===== config.mk =====
export PLATFORM = sky130hd
export DESIGN_NAME = crush_sched
export DESIGN_NICKNAME = d
export VERILOG_FILES = /design/src/rtl/crush_pkg.sv /design/src/rtl/crush_level.sv /design/src/rtl/crush_sched.sv
export SDC_FILE = /design/constraint.sdc
export NUM_CORES = 1
export LEC_CHECK = 0
export ABC_CLOCK_PERIOD_IN_PS = 7800
export BUFFER_PORTS_ARGS = -buffer_cell sky130_fd_sc_hd__buf_4
export CORE_AREA = 2 2 145 147
export CTS_BUF_LIST = sky130_fd_sc_hd__clkbuf_4 sky130_fd_sc_hd__clkbuf_8
export CTS_CLUSTER_SIZE = 12
export DETAILED_ROUTE_END_ITERATION = 12
export DIE_AREA = 0 0 147 149
export HOLD_SLACK_MARGIN = 0.06
export PLACE_DENSITY = 0.75
export SYNTH_ARGS = -nofsm -noshare
export SYNTH_HDL_FRONTEND = slang
export SYNTH_SLANG_ARGS = --single-unit

===== constraint.sdc =====
create_clock -name clk -period 7.8 [get_ports clk]
set_clock_uncertainty 0.2 [all_clocks]
set_input_delay 1.17 -clock clk [delete_from_list [all_inputs] [get_ports clk]]
set_output_delay 1.17 -clock clk [all_outputs]
set_load 0.01 [all_outputs]

===== src/rtl/crush_pkg.sv =====
// crush_pkg: shared types and constants for the bit-crusher sequencer.
// FSM state encoding, CV thresholds, level-to-mask helper, dither LFSR setup.
package crush_pkg;

   localparam int LEVEL_W   = 4;
   localparam int LEVEL_MAX = 10;
   localparam int THR_STEP  = 2000;

   // Fibonacci LFSR, taps 16,14,13,11 -> bit positions 15,13,12,10
   localparam logic [15:0] LFSR_SEED = 16'hACE1;
   localparam logic [15:0] LFSR_TAPS = 16'hB400;

   typedef enum logic [2:0] {
      ST_IDLE,
      ST_LEVEL,
      ST_CH1,
      ST_CH2,
      ST_CH3,
      ST_COMMIT
   } state_t;

   // Threshold for level k: 2000*k counts
   function automatic int thr(input int k);
      return THR_STEP * k;
   endfunction

   // Keep the top lvl+2 bits of a w-bit sample; full level keeps every bit.
   // Result is right-aligned in 32 bits, so w must not exceed 32.
   function automatic logic [31:0] level_to_mask(input logic [LEVEL_W-1:0] lvl, input int w);
      logic [31:0] m;
      int keep;
      m    = '0;
      keep = (int'(lvl) >= LEVEL_MAX) ? w : int'(lvl) + 2;
      for (int i = 0; i < 32; i++) begin
         if (i < w && i >= w - keep) begin
            m[i] = 1'b1;
         end
      end
      return m;
   endfunction

endpackage


===== src/rtl/crush_level.sv =====
// crush_level: CV hysteresis comparator with slew counter and level register.
// Evaluates once every SLEW_SAMPLES enables, stepping at most one level.
module crush_level
   import crush_pkg::*;
#(
   parameter int W            = 16,
   parameter int HYST         = 400,
   parameter int SLEW_SAMPLES = 8
)
(
   input  logic                 clk,
   input  logic                 rst,
   input  logic                 en,
   input  logic signed [W-1:0]  cv,
   output logic [LEVEL_W-1:0]   level
);

   localparam int CNT_W = (SLEW_SAMPLES > 1) ? $clog2(SLEW_SAMPLES) : 1;
   localparam logic [CNT_W-1:0] CNT_LAST = CNT_W'(SLEW_SAMPLES - 1);

   logic [CNT_W-1:0]   cnt_reg;
   logic [LEVEL_W-1:0] level_reg;
   logic [LEVEL_W-1:0] level_next;
   int                 cv_i;
   int                 lvl_i;

   // Candidate level: up takes priority, down only if up not taken
   always_comb begin
      cv_i       = int'(cv);
      lvl_i      = int'(level_reg);
      level_next = level_reg;
      if (lvl_i < LEVEL_MAX && cv_i > thr(lvl_i + 1) + HYST) begin
         level_next = level_reg + 1'b1;
      end else if (lvl_i > 0 && cv_i <= thr(lvl_i) - HYST) begin
         level_next = level_reg - 1'b1;
      end
   end

   // Slew counter gates when the candidate level is committed
   always_ff @(posedge clk or posedge rst) begin
      if (rst) begin
         cnt_reg   <= '0;
         level_reg <= LEVEL_W'(LEVEL_MAX);
      end else if (en) begin
         if (cnt_reg == CNT_LAST) begin
            cnt_reg   <= '0;
            level_reg <= level_next;
         end else begin
            cnt_reg <= cnt_reg + 1'b1;
         end
      end
   end

   assign level = level_reg;

endmodule


===== src/rtl/crush_sched.sv =====
// crush_sched: bit-crusher sequencer. One shared mask unit serves channels
// 1..3 per sample strobe; channel 0 is the CV that sets the level.
// Optional dither: define CRUSH_DITHER_EN to add LFSR noise below the mask.
module crush_sched
   import crush_pkg::*;
#(
   parameter int W            = 16,
   parameter int HYST         = 400,
   parameter int SLEW_SAMPLES = 8
)
(
   input  logic                 clk,
   input  logic                 rst,
   input  logic                 sample_clk,
   input  logic signed [W-1:0]  sample_in0,
   input  logic signed [W-1:0]  sample_in1,
   input  logic signed [W-1:0]  sample_in2,
   input  logic signed [W-1:0]  sample_in3,
   output logic signed [W-1:0]  sample_out0,
   output logic signed [W-1:0]  sample_out1,
   output logic signed [W-1:0]  sample_out2,
   output logic signed [W-1:0]  sample_out3,
   output logic [LEVEL_W-1:0]   level,
   output logic                 busy,
   output logic                 overrun
);

   state_t              state_reg;
   state_t              state_next;
   logic [2:0]          sync_reg;
   logic                strobe;
   logic                accept;
   logic                level_en;
   logic                overrun_reg;
   logic signed [W-1:0] snap_reg [0:3];
   logic signed [W-1:0] hold_reg [1:3];
   logic signed [W-1:0] out_reg  [0:3];
   logic signed [W-1:0] sel;
   logic [W-1:0]        mask;
   logic [W-1:0]        crushed;

   // Two-flop synchroniser plus one delay flop for rising-edge detect
   always_ff @(posedge clk or posedge rst) begin
      if (rst) begin
         sync_reg <= '0;
      end else begin
         sync_reg <= {sync_reg[1:0], sample_clk};
      end
   end

   assign strobe = sync_reg[1] & ~sync_reg[2];

   // FSM state register
   always_ff @(posedge clk or posedge rst) begin
      if (rst) begin
         state_reg <= ST_IDLE;
      end else begin
         state_reg <= state_next;
      end
   end

   // Next state and per-state controls; a strobe is only accepted in IDLE
   always_comb begin
      state_next = state_reg;
      busy       = 1'b1;
      accept     = 1'b0;
      level_en   = 1'b0;
      case (state_reg)
         ST_IDLE: begin
            busy = 1'b0;
            if (strobe) begin
               state_next = ST_LEVEL;
               accept     = 1'b1;
            end
         end
         ST_LEVEL: begin
            level_en   = 1'b1;
            state_next = ST_CH1;
         end
         ST_CH1:    state_next = ST_CH2;
         ST_CH2:    state_next = ST_CH3;
         ST_CH3:    state_next = ST_COMMIT;
         ST_COMMIT: state_next = ST_IDLE;
         default:   state_next = ST_IDLE;
      endcase
   end

   crush_level #(
      .W            (W),
      .HYST         (HYST),
      .SLEW_SAMPLES (SLEW_SAMPLES)
   ) u_level (
      .clk   (clk),
      .rst   (rst),
      .en    (level_en),
      .cv    (snap_reg[0]),
      .level (level)
   );

   // Shared datapath input: the snapshot of the channel being processed
   always_comb begin
      sel = snap_reg[1];
      case (state_reg)
         ST_CH2:  sel = snap_reg[2];
         ST_CH3:  sel = snap_reg[3];
         default: sel = snap_reg[1];
      endcase
   end

   assign mask = W'(level_to_mask(level, W));

`ifdef CRUSH_DITHER_EN
   localparam logic [W-1:0] POS_MAX = {1'b0, {(W-1){1'b1}}};

   logic [15:0] lfsr_reg;
   logic [W-1:0] noise;
   logic [W:0]   sum;

   // Dither LFSR advances once per channel slot
   always_ff @(posedge clk or posedge rst) begin
      if (rst) begin
         lfsr_reg <= LFSR_SEED;
      end else if (state_reg == ST_CH1 || state_reg == ST_CH2 || state_reg == ST_CH3) begin
         lfsr_reg <= {lfsr_reg[14:0], ^(lfsr_reg & LFSR_TAPS)};
      end
   end

   // Noise sits only in the bits the mask discards, so it is never negative
   // and overflow can only be positive: clamp to the largest positive sample.
   assign noise = W'(lfsr_reg) & ~mask;
   assign sum   = {sel[W-1], sel} + {1'b0, noise};

   // Saturating add then truncate to the current level
   always_comb begin
      crushed = sum[W-1:0] & mask;
      if (sum[W] != sum[W-1]) begin
         crushed = POS_MAX & mask;
      end
   end
`else
   assign crushed = sel & mask;
`endif

   // Snapshot capture, channel holding registers, simultaneous output commit
   always_ff @(posedge clk or posedge rst) begin
      if (rst) begin
         for (int i = 0; i < 4; i++) begin
            snap_reg[i] <= '0;
            out_reg[i]  <= '0;
         end
         for (int i = 1; i < 4; i++) begin
            hold_reg[i] <= '0;
         end
      end else begin
         if (accept) begin
            snap_reg[0] <= sample_in0;
            snap_reg[1] <= sample_in1;
            snap_reg[2] <= sample_in2;
            snap_reg[3] <= sample_in3;
         end
         case (state_reg)
            ST_CH1: hold_reg[1] <= crushed;
            ST_CH2: hold_reg[2] <= crushed;
            ST_CH3: hold_reg[3] <= crushed;
            ST_COMMIT: begin
               out_reg[0] <= snap_reg[0];
               out_reg[1] <= hold_reg[1];
               out_reg[2] <= hold_reg[2];
               out_reg[3] <= hold_reg[3];
            end
            default: ;
         endcase
      end
   end

   // Sticky flag for strobes dropped while a sequence is running
   always_ff @(posedge clk or posedge rst) begin
      if (rst) begin
         overrun_reg <= 1'b0;
      end else if (strobe && state_reg != ST_IDLE) begin
         overrun_reg <= 1'b1;
      end
   end

   assign overrun     = overrun_reg;
   assign sample_out0 = out_reg[0];
   assign sample_out1 = out_reg[1];
   assign sample_out2 = out_reg[2];
   assign sample_out3 = out_reg[3];

endmodule


==> metrics.cfg, run 1 <==
[run_status]
status=complete, no violations

[worst_setup_path]
worst_path_most_repeated_cell=ha_1
cp_num_buf_inv=3
worstSetupEndpointType=flip-flop
cp.required_ns=7.99
crit_family=adder cells
start_kind=flip-flop
crit_arrival_ns=7.26
worstSetupPathType=reg2reg
cp_max_fo=14
critPathMaxStageDelay_ns=0.72
slowest_stage=dfstp_2

[synth]
synth_edf_count=0
netlist_instances=873
synth-seq-cells=190
ys_warn_count=0
netlist_area_mm2=0.0101
synthArstFlopShare_pct=100
ys_types=59
synth_area_leaders=dfrtp_1, mux2_2, ha_1, nand2_1, fa_1
yosysSeqAreaShare_pct=47.2
ys.flop_type=dfrtp_1
syn_avg_cell_area_um2=11.5
yosysTopAreaCell=dfrtp_1
yosysTopAreaCellShare_pct=46.7
syn-num-nets=1036

[detailed_routing]
drt.antenna.violating_nets=0
drt_iter0_markers=332
vias_per_cell=5.33
dr.pass1.iters=4
drc=0
vias=6882
drt-total-wl_mm=21.2
wl_per_cell_um=16.4

[cts]
cts_inserted_buffers=17
root_buffer=clkbuf_8
cts_setup_buffers=0
clock-sinks=190
post_cts_resized=0
ctsHoldBuffers=0
cts.htree.levels=4
clock_latency_ns=0.46
clk_pin_slew_ns=0.10
cts_tree=done
cts_max_path_buffers=2

[die]
initial_utilization_pct=49.0
die_area_mm2=0.0219
die_h_um=149
rows=53
io_pins=137
core_mm2=0.0206
fp.dieW_um=147

[finish]
largest_register_ffs=64
nets=1167
area_delta_synth_final_pct=17.6
nFillCells=1775
drive_gt1_share_pct=31.7
antenna_cells=0

[sta]
worst_pin_slew_ns=1.21
max_slew_margin_pct=19.1
slew_violations=0
rsz0062_at_grt=false
finalSetupTns_ns=0
worst_slack_ns=0.733
timing.final.hold_violations=0
max_freq_ghz=0.142
period_share_pct=90.6
finalSetupViolations=0
finalWorstPathRequiredPeriod_ns=7.07

[place]
portBuffers=136
hpwl_mm=15.8
pre_cts_slack_ns=0.543
gp_congestion=0.826

[global_routing]
grt_pass1_wl_mm=34.6
track_usage_pct=19.9
grt-ovfl-total=0
antenna_found_initial=0
grt_pass1_vias=6705
grt_max_degree=126

[hold_path]
hp-class=reg2reg

[flow_run]
drv_cap=0

[per-stage QoR]
stage	hold slack (ns)	utilization (%)	instances	area [um2]
2_1_floorplan	0.131	-	873	10100
3_3_place_gp	0.134	55.3	1258	11400
3_5_place_dp	0.137	55.3	1258	11400
4_1_cts	0.161	57.6	1290	11800
5_1_grt	0.163	57.6	1292	11900
6_report	0.157	57.6	1292	11900
[worst reg2reg max path: cells and delay by family (launching register included)]
kind            cells  cell delay (ns)
fa+ha+maj           8             2.73
simple gates        5             0.77
mux                 1             0.18
xor+xnor            4             0.69
flops               1             0.72
compound gates      7             1.25
buf+inv             3             0.48
[per-layer routing]
layer / vias up / GRT usage (%) / wire length, um
met5: - / 0 / 0
met4: 0 / 4.52 / 241
met1: 3386 / 27.7 / 9800
li1: 3322 / - / -
met2: 157 / 32.0 / 9910
met3: 17 / 4.89 / 1280
[layout make-up]
type                       count  area, um2  share of cell area, %
multi-input combinational    604       5020                   42.4
sequential                   190       4760                   40.1
timing repair buffer         145       1090                   9.19
tap                          275        344                   2.90
clock buffer                  19        249                   2.10
clock inverter                13        210                   1.77
inverter                      46        180                   1.52
[synthesized netlist by cell type, types with 3 or more instances]
| library cell | n |
|---|---|
| dfrtp_1 | 188 |
| mux2_2 | 130 |
| nand2_1 | 88 |
| ha_1 | 82 |
| o21ai_0 | 56 |
| inv_1 | 46 |
| a21oi_1 | 38 |
| clkbuf_1 | 32 |
| xnor2_1 | 24 |
| nor2_1 | 16 |
| fa_1 | 14 |
| xor2_1 | 14 |
| a21o_1 | 13 |
| nand3_1 | 11 |
| nand2b_1 | 10 |
| a22oi_1 | 9 |
| a22o_1 | 8 |
| nor3_1 | 8 |
| or4_1 | 8 |
| nand4_1 | 7 |
| or3_1 | 6 |
| and3_1 | 5 |
| nand3b_1 | 5 |
| mux2i_1 | 4 |
| nor2b_1 | 4 |
| a311o_1 | 3 |
[logic make-up after synthesis]
group | synth area share (%)
and+or+nand+nor | 8.78
AOI/OAI and AO/OA | 9.51
muxes | 15.1
DFF | 47.2
buffers and inverters | 2.98
adders and majority gates | 13.0
other | 0.0372
xor gates and xnor gates | 3.46
[worst paths after layout]
check / slack, ns / startpoint / depth (start not counted) / end
worst max-delay path: 0.73 / u_level.level[1] / 28 / u_level.level[3]
worst min register to register: 0.16 / sync_reg[0] / 0 / sync_reg[1]
min in group asynchronous: 0.70 / rst / 2 / sample_out2[10]
worst max register to register: 0.73 / u_level.level[1] / 28 / u_level.level[3]
max in group asynchronous: 5.34 / rst / 3 / snap_reg[33]
worst min-delay path: 0.16 / sync_reg[0] / 0 / sync_reg[1]
[placed cells by master (no fill, tap or decap), types with 6 or more instances in the layout]
cell type,Yosys,layout
a22o_1,8,8
or3_1,6,6
nor3_1,8,8
xor2_1,14,14
nand2b_1,10,10
buf_4,1,145
or4_1,8,8
a21oi_1,38,38
inv_1,46,45
o21ai_0,56,56
clkbuf_8,0,17
ha_1,82,82
mux2_2,130,130
a22oi_1,9,9
nand2_1,88,88
nand3_1,11,11
fa_1,14,14
nor2_1,16,16
nand4_1,7,7
a21o_1,13,13
xnor2_1,24,24
dfrtp_1,188,188
Power of run 1 is not shown: default switching activity piles up to over one toggle a cycle in this logic, so the estimate is an artifact.
==> run 2, diff against run 1 <==
Settings changed: CTS_BUF_LIST sky130_fd_sc_hd__clkbuf_4 sky130_fd_sc_hd__clkbuf_8 to sky130_fd_sc_hd__clkbuf_16, SETUP_SLACK_MARGIN set to 0.02.
==> metrics.cfg, run 2 (synthesis results as in run 1) <==
[global_routing]
grt_pass1_vias=6727  ; +0.33%
grt_max_degree=126  ; unchanged
grt-ovfl-total=0  ; unchanged
track_usage_pct=20.0  ; +0.065 points
antenna_found_initial=0  ; unchanged
grt_pass1_wl_mm=34.8  ; +0.54%

[flow_run]
drv_cap=0  ; unchanged

[worst_setup_path]
cp_max_fo=14  ; unchanged
worst_path_most_repeated_cell=ha_1
worstSetupPathType=reg2reg
start_kind=flip-flop
crit_arrival_ns=7.21  ; -0.05 ns
crit-reg2reg-launch=u_level.level[1]
worstSetupEndpointType=flip-flop
critPathMaxStageDelay_ns=0.70  ; -0.02 ns
slowest_stage=dfstp_2
worstSetupStartpoint=u_level.level[1]
cp.required_ns=7.96  ; -0.03 ns
rrSetupSlack_ns=0.75  ; +0.02 ns

[place]
hpwl_mm=15.8  ; unchanged
portBuffers=136  ; unchanged
gp_congestion=0.826  ; unchanged

[finish]
final_common_cell=dfrtp_1
nets=1167  ; unchanged
final_cell_mix=dfrtp_1, buf_4, mux2_2, nand2_1, ha_1
area_delta_synth_final_pct=19.4
largest_register_ffs=64  ; unchanged
drive_gt1_share_pct=31.5  ; -0.20 points
finalCoreUtilization_pct=58.5  ; +0.89 points
antenna_cells=0  ; unchanged

[cts]
cts.htree.levels=4  ; unchanged
cts_max_path_buffers=2  ; unchanged
clock-sinks=190  ; unchanged
root_buffer=clkbuf_16
post_cts_resized=0  ; unchanged
cts_inserted_buffers=17  ; unchanged
clk_pin_slew_ns=0.07  ; -0.03 ns
clock_latency_ns=0.43  ; -0.03 ns
cts_tree=done

[sta]
finalWorstPathRequiredPeriod_ns=7.05  ; -0.0159 ns
timing.final.hold_violations=0  ; unchanged
period_share_pct=90.4  ; -0.20 points
worst_pin_slew_ns=1.19  ; -0.0171 ns
max_freq_ghz=0.142  ; +0.22%
finalSetupTns_ns=0  ; unchanged
rsz0062_at_grt=false
slew_violations=0  ; unchanged
max_slew_margin_pct=20.2  ; +1.1 points
finalSetupViolations=0  ; unchanged

[detailed_routing]
drt.antenna.violating_nets=0  ; unchanged
dr.pass1.iters=5  ; +1
wl_per_cell_um=16.6  ; +1.1%
drc=0  ; unchanged
vias_per_cell=5.36  ; +0.64%
drt-total-wl_mm=21.5  ; +1.1%
drt_iter0_markers=374  ; +13%
vias=6926  ; +0.64%

[die]
die_h_um=149  ; unchanged
fp.dieW_um=147  ; unchanged
die_area_mm2=0.0219  ; unchanged
rows=53  ; unchanged
core_mm2=0.0206  ; unchanged
initial_utilization_pct=49.0  ; unchanged
io_pins=137  ; unchanged

[run_status]
status=complete, no violations

[hold_path]
min-delay-start=sync_reg[0]
hp-class=reg2reg

==> run 2: cell count changes in the layout (fill, tap and decap cells not counted) <==
cell       previous run  this run
clkbuf_4              2         0
clkbuf_16             0        17
clkbuf_8             17         0
inv_1                45        47
==> run 2: worst paths after layout <==
path / to / cells past startpoint
worst max-delay path: u_level.level[3] / 28
worst min-delay path: sync_reg[1] / 0
worst max register to register: u_level.level[3] / 28
worst min register to register: sync_reg[1] / 0
max in group asynchronous: snap_reg[14] / 3
min in group asynchronous: sample_out2[0] / 2
==> run 2: worst max-delay path, delay by kind of cell, from the launching register on <==
| family | cells | cell delay, ns |
|---|---|---|
| AOI/OAI and AO/OA | 7 | 1.25 |
| xor gates and xnor gates | 4 | 0.69 |
| adders and majority gates | 8 | 2.73 |
| buffers and inverters | 3 | 0.47 |
| DFF | 1 | 0.70 |
| muxes | 1 | 0.18 |
| and+or+nand+nor | 5 | 0.77 |
==> run 2: layout make-up <==
| class | count | area (um2) |
|---|---|---|
| timing repair buffer | 145 | 1090 |
| clock buffer | 17 | 425 |
| multi-input combinational | 604 | 5020 |
| tap | 275 | 344 |
| inverter | 46 | 180 |
| fill | 1734 | 8520 |
| clock inverter | 15 | 218 |
| sequential | 190 | 4760 |
==> run 2: metrics by stage <==
step | instances | instance area [um2] | hold WS, ns | worst slack (ns)
6_report | 1292 | 12000 | 0.152 | 0.749
5_1_grt | 1292 | 12000 | 0.155 | 0.0417
4_1_cts | 1290 | 12000 | 0.154 | 0.541
3_5_place_dp | 1258 | 11400 | 0.137 | 0.543
3_3_place_gp | 1258 | 11400 | 0.134 | 0.748
2_1_floorplan | 873 | 10100 | 0.131 | 0.898
==> run 2: repair_timing <==
action / in CTS / in global routing
hold buffers: 0 / 0
setup endpoints to repair: 0 / 1
hold endpoints to repair: 0 / 0
setup buffers: 0 / 2
==> run 2: per-layer routing <==
| layer | GRT usage, % | share of wire, % |
|---|---|---|
| met5 | 0 | 0 |
| met4 | 4.18 | 0.81 |
| met3 | 4.92 | 6.1 |
| met2 | 32.4 | 47 |
| met1 | 27.6 | 46 |
Power of run 2 is left out for the same reason.
==> run 3, diff against run 2 <==
Settings changed: ABC_AREA set to 1, CORE_AREA 2 2 145 147 to 2 2 147 149, DIE_AREA 0 0 147 149 to 0 0 149 151.
==> metrics.cfg, run 3 <==
[detailed_routing]
drt.antenna.violating_nets=0  ; unchanged
dr.pass1.iters=5  ; unchanged
vias=7682  ; +11%
wl_per_cell_um=15.3  ; -7.8%
vias_per_cell=5.24  ; -2.2%
drc=0  ; unchanged
drt_iter0_markers=495  ; +32%
drt-total-wl_mm=22.5  ; +4.6%

[hold_path]
min-delay-start=sync_reg[0]
whs_path_depth=0  ; unchanged
hp-class=reg2reg

[cts]
clock-sinks=190  ; unchanged
cts_setup_buffers=0  ; unchanged
clk_pin_slew_ns=0.07  ; about the same
clock_latency_ns=0.44  ; about the same
cts.htree.levels=4  ; unchanged
post_cts_resized=0  ; unchanged
cts_inserted_buffers=17  ; unchanged
cts_tree=done
ctsHoldBuffers=0  ; unchanged
root_buffer=clkbuf_16
cts_max_path_buffers=2  ; unchanged

[worst_setup_path]
endpoint=u_level.level[3]
crit_family=adder cells
rrSetupSlack_ns=0.80  ; +0.05 ns
ff2ff_path_depth=30  ; +7.1%
worstSetupPathType=reg2reg
worstSetupEndpointType=flip-flop
cp_num_buf_inv=2  ; -1
crit_arrival_ns=7.17  ; -0.04 ns
critPathMaxStageDelay_ns=0.73  ; +0.03 ns
slowest_stage=dfstp_2
worstSetupStartpoint=u_level.level[1]
r2r_end=u_level.level[3]
path_depth=30  ; +7.1%
cp_max_fo=15  ; +1
crit-reg2reg-launch=u_level.level[1]
cp.required_ns=7.97  ; about the same
start_kind=flip-flop

[synth]
yosysSeqAreaShare_pct=46.3  ; -0.86 points
syn_avg_cell_area_um2=9.76  ; -15%
ys_types=45  ; -24%
synthArstFlopShare_pct=100  ; unchanged
yosysMostFrequentCell=nand2_1
ys_top_cells_by_count=nand2_1, dfrtp_1, inv_1
synth_area_leaders=dfrtp_1, mux2_2, ha_1, nand2_1, inv_1
netlist_area_mm2=0.0103  ; +1.8%
syn-num-nets=1215  ; +17%
synth_edf_count=0  ; unchanged
netlist_instances=1052  ; +21%
yosysTopAreaCell=dfrtp_1
yosysTopAreaCellShare_pct=45.8  ; -0.85 points
ys_warn_count=0  ; unchanged
ys.flop_type=dfrtp_1
synth-seq-cells=190  ; unchanged

[sta]
rsz0062_at_grt=false
finalSetupTns_ns=0  ; unchanged
max_slew_margin_pct=22.8  ; +2.5 points
worst_pin_slew_ns=1.16  ; -0.0370 ns
finalSetupViolations=0  ; unchanged
timing.final.hold_violations=0  ; unchanged
whs_ns=0.163  ; +0.0112 ns
period_share_pct=89.7  ; -0.66 points
max_freq_ghz=0.143  ; +0.74%
slew_violations=0  ; unchanged
finalWorstPathRequiredPeriod_ns=7.00  ; -0.0518 ns

[finish]
drive_gt1_share_pct=24.9  ; -6.6 points
nFillCells=1802  ; +3.9%
area_delta_synth_final_pct=17.8
largest_register_ffs=64  ; unchanged
nets=1341  ; +15%
fin_area_mm2=0.0121  ; +0.51%
final_cells=1466  ; +13%
antenna_cells=0  ; unchanged
final_cell_mix=nand2_1, dfrtp_1, buf_4, inv_1, mux2_2
final_common_cell=nand2_1

[global_routing]
grt_pass1_wl_mm=36.8  ; +5.7%
track_usage_pct=20.6  ; +0.63 points
grt_max_degree=112  ; -11%
grt-ovfl-total=0  ; unchanged
grt_pass1_vias=7410  ; +10%
antenna_found_initial=0  ; unchanged

[place]
hpwl_mm=16.5  ; +4.4%
place_area_mm2=0.0115  ; +1.5%
gp_congestion=0.877  ; +6.1%
portBuffers=136  ; unchanged
place_inst=1434  ; +14%

[die]
fp.dieW_um=149  ; +1.4%
die_area_mm2=0.0225  ; +2.7%
rows=53  ; unchanged
die_h_um=151  ; +1.3%
core_mm2=0.0208  ; +1.3%
initial_utilization_pct=49.3  ; +0.27 points
io_pins=137  ; unchanged

[flow_run]
drv_cap=0  ; unchanged

[run_status]
status=complete, no violations

==> run 3: cell count changes after synthesis, sizes merged, moves of 9 or more <==
cell    change
nand2b     -10
mux2       -35
a22oi       -9
nand3      +40
xnor2      -10
nand2     +150
a21o       -10
nor2       +31
o21ai      +20
inv        +57
==> run 3: final cells by class <==
| class | count | area (um2) | area share [%] |
|---|---|---|---|
| clock buffer | 17 | 425 | 3.52 |
| clock inverter | 15 | 125 | 1.03 |
| inverter | 106 | 408 | 3.37 |
| multi-input combinational | 725 | 5000 | 41.3 |
| sequential | 190 | 4760 | 39.3 |
| tap | 275 | 344 | 2.84 |
| timing repair buffer | 138 | 1040 | 8.57 |
==> run 3: logic make-up after synthesis <==
| kind of cell | Yosys count | share of synthesized area, % |
|---|---|---|
| compound gates | 150 | 8.07 |
| xor+xnor | 30 | 2.56 |
| fa+ha+maj | 96 | 12.7 |
| buf+inv | 137 | 5.19 |
| flops | 190 | 46.3 |
| mux | 96 | 10.5 |
| other cells | 1 | 0.0365 |
| simple gates | 352 | 14.5 |
==> run 3: layer usage <==
layer	vias to the layer above	track usage [%]	share of wire, %
li1	3732	-	-
met1	3729	29.6	47
met2	184	31.6	46
met3	37	4.49	5.5
met4	0	5.81	1.6
met5	-	0	0
==> run 3: worst min path at each step <==
stage,endpoint,slack (ns)
floorplan,sync_reg[1],0.13
finish,sync_reg[1],0.16
global placement,sync_reg[1],0.13
global route,sync_reg[1],0.17
CTS,sync_reg[1],0.16
detailed placement,sync_reg[1],0.14
==> run 3: through the flow <==
step	util [%]	worst slack, ns
6_report	58.1	0.801
5_1_grt	58.1	0.276
4_1_cts	58.1	0.788
3_5_place_dp	55.4	0.835
3_3_place_gp	55.4	1.04
2_1_floorplan	-	1.26
Power of run 3 is left out for the same reason.
